<file path="config.mk">
export PLATFORM = sky130hd
export DESIGN_NAME = fir_controller
export DESIGN_NICKNAME = d
export VERILOG_FILES = /design/src/rtl/fir_pkg.sv /design/src/rtl/tap_counter.sv /design/src/rtl/fir_controller.sv
export SDC_FILE = /design/constraint.sdc
export NUM_CORES = 1
export LEC_CHECK = 0
export CORE_MARGIN = 2
export CORE_UTILIZATION = 49
export DETAILED_ROUTE_END_ITERATION = 8
export HOLD_SLACK_MARGIN = 0.06
export PLACE_DENSITY_LB_ADDON = 0.08
export SKIP_LAST_GASP = 1
export SLEW_MARGIN = 0
export SYNTH_ARGS = -nofsm -noshare
export SYNTH_HDL_FRONTEND = slang
export SYNTH_HIERARCHICAL = 1
export SYNTH_SLANG_ARGS = --single-unit
</file>
<file path="constraint.sdc">
create_clock -name clk -period 3.05 [get_ports clk]
set_input_delay 0.305 -clock clk [delete_from_list [all_inputs] [get_ports clk]]
set_output_delay 0.305 -clock clk [all_outputs]
set_load 0.01 [all_outputs]
</file>
<file path="src/rtl/fir_pkg.sv">
// -----------------------------------------------------------------------------
// fir_pkg
// Shared definitions for the FIR sequencing controller:
//   - state_t / ST_* : 3-bit FSM state encoding
//   - DRAIN_W        : width of the MAC-latency drain counter
//   - addr_width()   : ceil(log2(n)), used to size the tap address
// -----------------------------------------------------------------------------
package fir_pkg;

    typedef logic [2:0] state_t;

    localparam state_t ST_IDLE  = 3'd0;
    localparam state_t ST_SHIFT = 3'd1;
    localparam state_t ST_MAC   = 3'd2;
    localparam state_t ST_DRAIN = 3'd3;
    localparam state_t ST_DONE  = 3'd4;

    // MAC latency is at most 7, so a 3-bit counter always suffices.
    localparam int DRAIN_W = 3;

    // Smallest w with 2**w >= n; n is limited to 2..1024.
    function automatic int addr_width(input int n);
        int w;
        w = 0;
        for (int i = 0; i < 16; i++) begin
            if ((1 << i) < n) begin
                w = i + 1;
            end
        end
        return w;
    endfunction

endpackage

</file>
<file path="src/rtl/tap_counter.sv">
// -----------------------------------------------------------------------------
// tap_counter
// WIDTH-bit up-counter with enable, synchronous clear (priority over enable),
// asynchronous active-high reset and a terminal-count flag.
// Ports:
//   clk   : clock, rising edge
//   rst   : asynchronous reset, active-high, forces count to 0
//   en    : increment this cycle
//   clr   : synchronous clear to 0
//   count : current count
//   tc    : high while count == TERMINAL
// -----------------------------------------------------------------------------
module tap_counter #(
    parameter int WIDTH    = 6,
    parameter int TERMINAL = 63
) (
    input  logic             clk,
    input  logic             rst,
    input  logic             en,
    input  logic             clr,
    output logic [WIDTH-1:0] count,
    output logic             tc
);

    localparam logic [WIDTH-1:0] TC_VAL = WIDTH'(TERMINAL);

    always_ff @(posedge clk or posedge rst) begin
        if (rst) begin
            count <= '0;
        end else if (clr) begin
            count <= '0;
        end else if (en) begin
            count <= count + WIDTH'(1);
        end
    end

    assign tc = (count == TC_VAL);

endmodule

</file>
<file path="src/rtl/fir_controller.sv">
// -----------------------------------------------------------------------------
// fir_controller
// Sequencer for a single-MAC FIR filter. For every accepted input sample it
// strobes the delay-line shift and accumulator clear once, walks the tap
// pointer 0..LENGTH-1 with mac_en, waits MAC_LAT cycles for the MAC pipeline
// to empty, then presents out_valid until downstream takes it.
// Ports:
//   clk, rst             : clock (rising edge), async active-high reset
//   in_valid / in_ready  : input sample handshake (ready only in IDLE)
//   shift_enb            : delay-line shift strobe
//   pointer              : tap index for register file and coefficient ROM
//   mac_clr / mac_en     : accumulator clear / accumulate strobes
//   mac_last             : final tap marker (with mac_en)
//   out_valid / out_ready: output sample handshake
//   busy                 : controller not in IDLE
// All outputs are decoded from registered state or counter registers.
// -----------------------------------------------------------------------------
module fir_controller
    import fir_pkg::*;
#(
    parameter  int LENGTH  = 64,
    parameter  int MAC_LAT = 2,
    localparam int ADDR_W  = addr_width(LENGTH)
) (
    input  logic              clk,
    input  logic              rst,
    input  logic              in_valid,
    output logic              in_ready,
    output logic              shift_enb,
    output logic [ADDR_W-1:0] pointer,
    output logic              mac_clr,
    output logic              mac_en,
    output logic              mac_last,
    output logic              out_valid,
    input  logic              out_ready,
    output logic              busy
);

    // With MAC_LAT = 0 the drain counter is never enabled; its terminal value
    // is irrelevant but must still be a legal constant.
    localparam int DRAIN_LAST = (MAC_LAT > 0) ? MAC_LAT - 1 : 0;

    state_t               state;
    state_t               state_nxt;
    logic                 ptr_tc;
    logic                 in_mac;
    logic                 in_drain;
    logic                 drain_tc;
    logic [DRAIN_W-1:0]   drain_cnt;

    assign in_mac   = (state == ST_MAC);
    assign in_drain = (state == ST_DRAIN);

    // Tap pointer: counts only in MAC and clears itself on the last tap, so it
    // rests at 0 everywhere else and never wraps.
    tap_counter #(
        .WIDTH    (ADDR_W),
        .TERMINAL (LENGTH - 1)
    ) u_tap_counter (
        .clk   (clk),
        .rst   (rst),
        .en    (in_mac),
        .clr   (in_mac & ptr_tc),
        .count (pointer),
        .tc    (ptr_tc)
    );

    // Drain counter: one count per DRAIN cycle, self-clearing on exit.
    tap_counter #(
        .WIDTH    (DRAIN_W),
        .TERMINAL (DRAIN_LAST)
    ) u_drain_counter (
        .clk   (clk),
        .rst   (rst),
        .en    (in_drain),
        .clr   (in_drain & drain_tc),
        .count (drain_cnt),
        .tc    (drain_tc)
    );

    always_comb begin
        state_nxt = state;
        case (state)
            ST_IDLE:  if (in_valid) state_nxt = ST_SHIFT;
            ST_SHIFT: state_nxt = ST_MAC;
            ST_MAC:   if (ptr_tc) state_nxt = (MAC_LAT == 0) ? ST_DONE : ST_DRAIN;
            ST_DRAIN: if (drain_tc) state_nxt = ST_DONE;
            ST_DONE:  if (out_ready) state_nxt = ST_IDLE;
            default:  state_nxt = ST_IDLE;
        endcase
    end

    always_ff @(posedge clk or posedge rst) begin
        if (rst) begin
            state <= ST_IDLE;
        end else begin
            state <= state_nxt;
        end
    end

    // Strobes are pure state decodes; mutual exclusion follows from the
    // states being exclusive, and mac_last is qualified by MAC.
    assign in_ready  = (state == ST_IDLE);
    assign busy      = (state != ST_IDLE);
    assign shift_enb = (state == ST_SHIFT);
    assign mac_clr   = (state == ST_SHIFT);
    assign mac_en    = in_mac;
    assign mac_last  = in_mac & ptr_tc;
    assign out_valid = (state == ST_DONE);

    // Counters must stay inside their ranges while their state is active.
    a_drain_range : assert property (@(posedge clk) disable iff (rst)
        !in_drain || (int'(drain_cnt) < MAC_LAT));
    a_ptr_range : assert property (@(posedge clk) disable iff (rst)
        int'(pointer) < LENGTH);

endmodule

</file>
# == Word-level counts from Yosys, hierarchy flattened ==
# Cells that the tools add are included.
# totals
mem_bits_rw,0
memories,0
output_inout_bits,13
romBits,0
latch_bits,0
regBits,12
# classes
n_addsub,2
magnitude_cmp,0
shifts,0
eq_ne,10
n_mul,0
n_mux,9
n_reduce_logical,5
div_mod_pow,0
bitwise,2
# ops
op,n
$mux W3,6
$pmux W3 S5,1
$mux W6,2
$add A6 B1 Y6 const B,1
$eq A3 B1 Y1 const B,2
$eq A3 B2 Y1 const B,2
$eq A6 B6 Y1 const B,1
$ne A2 B1 Y1 const B,2
$ne A2 B2 Y1 const B,2
$reduce_and A4 Y1,1
$reduce_bool A2 Y1,2
$add A3 B1 Y3 const B,1
$eq A3 B3 Y1 const B,1
$logic_not A3 Y1,1
$reduce_bool A3 Y1,1
$and A1 B1 Y1,2

# == Logic depth before layout (Yosys ltp) ==
# logic_depth
depth_word,3
ltp_mapped,6
depth_no_buf,6

# == By module ==
# The synthesis kept the hierarchy.
# by_module_without_submodules
module,seq_area_each_um2,cells_per_inst,instances,area_each_um2
tap_counter (u_tap_counter),150.1,27,1,281.5
fir_controller,75.1,24,1,203.9
tap_counter (u_drain_counter),75.1,15,1,160.2

# == Worst setup path before layout ==
# No wires, ideal clock.
# synth_timing
path_kind,reg2reg
start,register state[2]
end,register u_tap_counter.count[5]
t_arrival_ns,1.683
slack_ns,1.289
required_time_ns,2.972
period_less_slack_ns,1.761
path_stages_with_launch,6
cell_sequence,dfrtp_1 > nor2b_2 > nor2b_1 > nand4_2 > or3_1 > a21oi_1
# synth_via
elab_chain_cells,3
elab_cells_between_ends,4
# synth_lines
element,line,source
from (decl),fir_controller.sv:43,state_t state;
from (signal assigned),fir_controller.sv:97,state <= state_nxt;
$eq A3 B2 Y1 (*),fir_controller.sv:51,assign in_mac = (state == ST_MAC);
net mac_en,fir_controller.sv:32,"output logic mac_en,"
$and A1 B1 Y1,fir_controller.sv:63,".clr (in_mac & ptr_tc),"
$mux W6 / $reduce_bool A2 Y1 (equally long branches),n/a,
to (signal assigned),tap_counter.sv:33,count <= count + WIDTH'(1);
to (decl),tap_counter.sv:21,"output logic [WIDTH-1:0] count,"
# The timed path passes the listed nets; every way through them passes the cells marked *.
# A chain may end at the register's enable or synchronous reset.

# == Worst setup path in the final report ==
# layout_timing
start,register u_tap_counter.count[0]
end,output port mac_last
# layout_via
elab_chain_cells,2
# layout_lines
element,line,source
$eq A6 B6 Y1,tap_counter.sv:37,assign tc = (count == TC_VAL);
net ptr_tc,fir_controller.sv:45,logic ptr_tc;
$and A1 B1 Y1,fir_controller.sv:108,assign mac_last = in_mac & ptr_tc;
to (decl),fir_controller.sv:33,"output logic mac_last,"
# The timed path passes the listed nets, and every way through them passes these cells.

==> implementation parameters <==
Parameter                              Value

Status
  Result of the run    complete, no violations

Worst setup path
  Crit Path Category    flip-flop to output pin
  Cells along the critical path    ha_1 > nand3_1 > nor2_1 > nor2b_1 > and2_1 > clkdlybuf4s50_1
  R2r worst-path depth    5
  Worst path max stage delay    580 ps
  Category of the worst setup path launch point    flip-flop
  Kind of capture point of the worst setup path    output pin
  Data required time of the critical path    2740 ps
  Startpoint of the lowest-slack register-to-register path    state[2]
  Origin of the worst setup path    u_tap_counter/count[0]
  Critical-path top delay cell    sky130_fd_sc_hd__clkdlybuf4s50_1
  Critical Path Fanout Max    7
  Arr. time, crit path    2100 ps

Pwr
  LEAKAGE    0.396 nW
  Internal power of the cells    208 µW
  Cell Pwr Density    309 nW/µm²
  Flop pwr share    61.2%
  Tot Pwr    260 µW
  Largest vdd supply drop    218 µV
  Portion of total power attributed to the clock network    35.8%
  Power share of the combinational group    3.0%
  Switch Pwr    51.5 µW
  Switching share of total power    19.8%

Drt
  Total Wirelength    1.20 mm
  Post-detailed-route wirelength per cell    12.2 µm
  Total DRC errors in the routed layout    0
  Via count normalized by instance count    5.11
  Number of optimization iterations in the first detailed-route pass    4
  Via count    506
  Number of DRC markers in iteration 0    6
  Detail Route Antenna Nets    0

Placement
  Final estimated routing congestion in global placement    0.653
  HPWL after detailed placement    930 µm
  Post-placement cell area    817 µm²
  Total of buffers placed on input and output ports    16
  Placed cell count    96

GRT
  Pin count of the biggest net entering global routing    10
  Wire length of the first global-routing pass    2.07 mm
  Overall overflow remaining after global route    0
  Aggregate global-route resource usage    20.1%
  Number of antenna violations at the first check in global routing    0
  Number of global-route vias before repair    472

Floorplanning
  Num ports    17
  Chip Width    40.3 µm
  Cell Rows    13
  Placeable core region    1270 µm²
  Starting density of the core    50.9%
  Total die area    1620 µm²
  Overall die height    40.3 µm

Clocking
  Post-CTS Repair Setup Buffers    0
  Number of H-tree levels    1
  Cts-stage hold buffer count    0
  Number of gates resized after cts    0
  CTS clk-pin slew, worst paths    70 ps
  Clock tree from TritonCTS    done
  Cell chosen for the clock root    sky130_fd_sc_hd__clkbuf_4
  Number of clock sinks    12
  Cts bufs inserted    3
  CTS Buffer Depth    2
  Worst-Skew Late Latency    260 ps

STA
  Share of the cycle needed by the critical path after routing    79.0%
  Setup violators final    0
  Final count of hold timing violations    0
  Largest clock skew in the final design    1.13 ps
  Setup_tns    0 ps
  RSZ-0062 raised after global routing    false
  Final count of pins violating max slew    0
  Time the worst path needs with I/O delays and setup    2410 ps
  Fin Hold WS    274 ps
  Worst-margin pin slew    500 ps
  Rel. slew slack    66.6%
  Achievable clock frequency    415 MHz

Synth
  Area share of the leading cell type in the synthesized netlist    46.5%
  Seq cells post-synth    12
  Area contributors post-synth    sky130_fd_sc_hd__dfrtp_1 47%, sky130_fd_sc_hd__ha_1 5.8%, sky130_fd_sc_hd__nor2_1 5.2%
  Post-synthesis net count    73
  Leading area contributor after synthesis    sky130_fd_sc_hd__dfrtp_1
  Sequential-to-total area share from yosys stat    46.5%
  Mean instance size in the synthesized netlist    9.78 µm²
  Count of warnings emitted by yosys    6
  Synthesized netlist cell count    66
  Summed instance area of the synthesized netlist    646 µm²
  Netlist cell types    29

Final layout
  Number of antenna diodes    0
  Area delta synth->final    30.0%
  Share of layout cells above drive strength 1    10.7%
  Commonest cells after routing, fill and taps aside    16 x sky130_fd_sc_hd__clkdlybuf4s50_1, 12 x sky130_fd_sc_hd__dfrtp_1, 9 x sky130_fd_sc_hd__nor2_1, 5 x sky130_fd_sc_hd__inv_1, 4 x sky130_fd_sc_hd__nor2b_1
  Final cell count without fillers    99
  Cell area after layout    840 µm²
  Most frequent standard cell in the layout excluding fill and tap cells    sky130_fd_sc_hd__clkdlybuf4s50_1
  Post-layout net count    93

Worst hold path
  Min-delay worst type    input port to async pin

Run
  Max-capacitance violation count    0
## critical path, delay by kind of cell (launching register included)
family,cells,cell delay (ps)
flip-flops,1,420
adder cells (fa/ha/maj),1,210
AND/OR/NAND/NOR,4,620
buffers and inverters,1,580
## cell type report
type,count,area [µm²]
Fill cell,112,429
Clock buffer,3,22.5
Multi-Input combinational cell,47,315
Tap cell,15,18.8
Sequential cell,12,300
Timing Repair Buffer,16,160
Inverter,6,22.5
## power by group through the flow
stage / combinational, mW / sequential, mW / clock [mW]
after floorplan: 0.00292 / 0.162 / 0
after global placement: 0.00787 / 0.162 / 0
after detailed placement: 0.00798 / 0.162 / 0
after CTS: 0.00812 / 0.159 / 0.0986
after global routing: 0.00911 / 0.159 / 0.107
final: 0.00780 / 0.159 / 0.0930
## per-layer routing
metal  routed length [µm]  vias up  track usage, %  share of wire, %
met5                    0        -               0                 0
met4                   12        0            12.5               1.0
met3                   52        2            5.00               4.3
met2                  602       11            32.3                50
met1                  535      237            23.8                44
li1                     -      256               -                 -
## through the flow
stage	utilization (%)	setup slack [ps]
global placement	64.4	984
floorplan	-	1290
finish	66.2	642
global route	66.2	494
detailed placement	64.4	933
CTS	66.2	632
## registers in the layout, summed over array words and instances (netlist names)
register               count
u_drain_counter/count      3
u_tap_counter/count        6
state                      3
## cell families (layout without fill, tap and decap cells)
kind of cell / after synthesis / after routing / share of synthesized area [%]
adders and majority gates: 3 / 3 / 5.81
and+or+nand+nor: 30 / 30 / 26.9
buffers and inverters: 7 / 25 / 4.65
muxes: 1 / 1 / 1.55
xor gates and xnor gates: 5 / 5 / 6.78
AOI/OAI and AO/OA: 8 / 8 / 7.75
DFF: 12 / 12 / 46.5
## synth_stat cells, drive strengths merged
| master | count |
|---|---|
| buf | 1 |
| inv | 6 |
| nor2 | 9 |
| nand2 | 3 |
| a21o | 1 |
| a21bo | 1 |
| or3 | 2 |
| a211oi | 1 |
| nand4 | 2 |
| dfrtp | 12 |
| nor3 | 1 |
| mux2i | 1 |
| a21oi | 3 |
| and3 | 2 |
| xor2 | 3 |
| nor3b | 1 |
| nand3 | 1 |
| nor2b | 5 |
| o21ai | 2 |
| and2 | 3 |
| ha | 3 |
| xnor2 | 2 |
| nand3b | 1 |
## final timing paths
check	to	slack, ps
max in group asynchronous	u_tap_counter/count[2]	2530
hold reg to reg	state[0]	530
setup reg to reg	u_tap_counter/count[5]	1180
setup / recovery	mac_last	640
hold / removal	u_drain_counter/count[2]	270
min in group clk	state[0]	530
No activity file was read; power rests on OpenSTA's default activity.
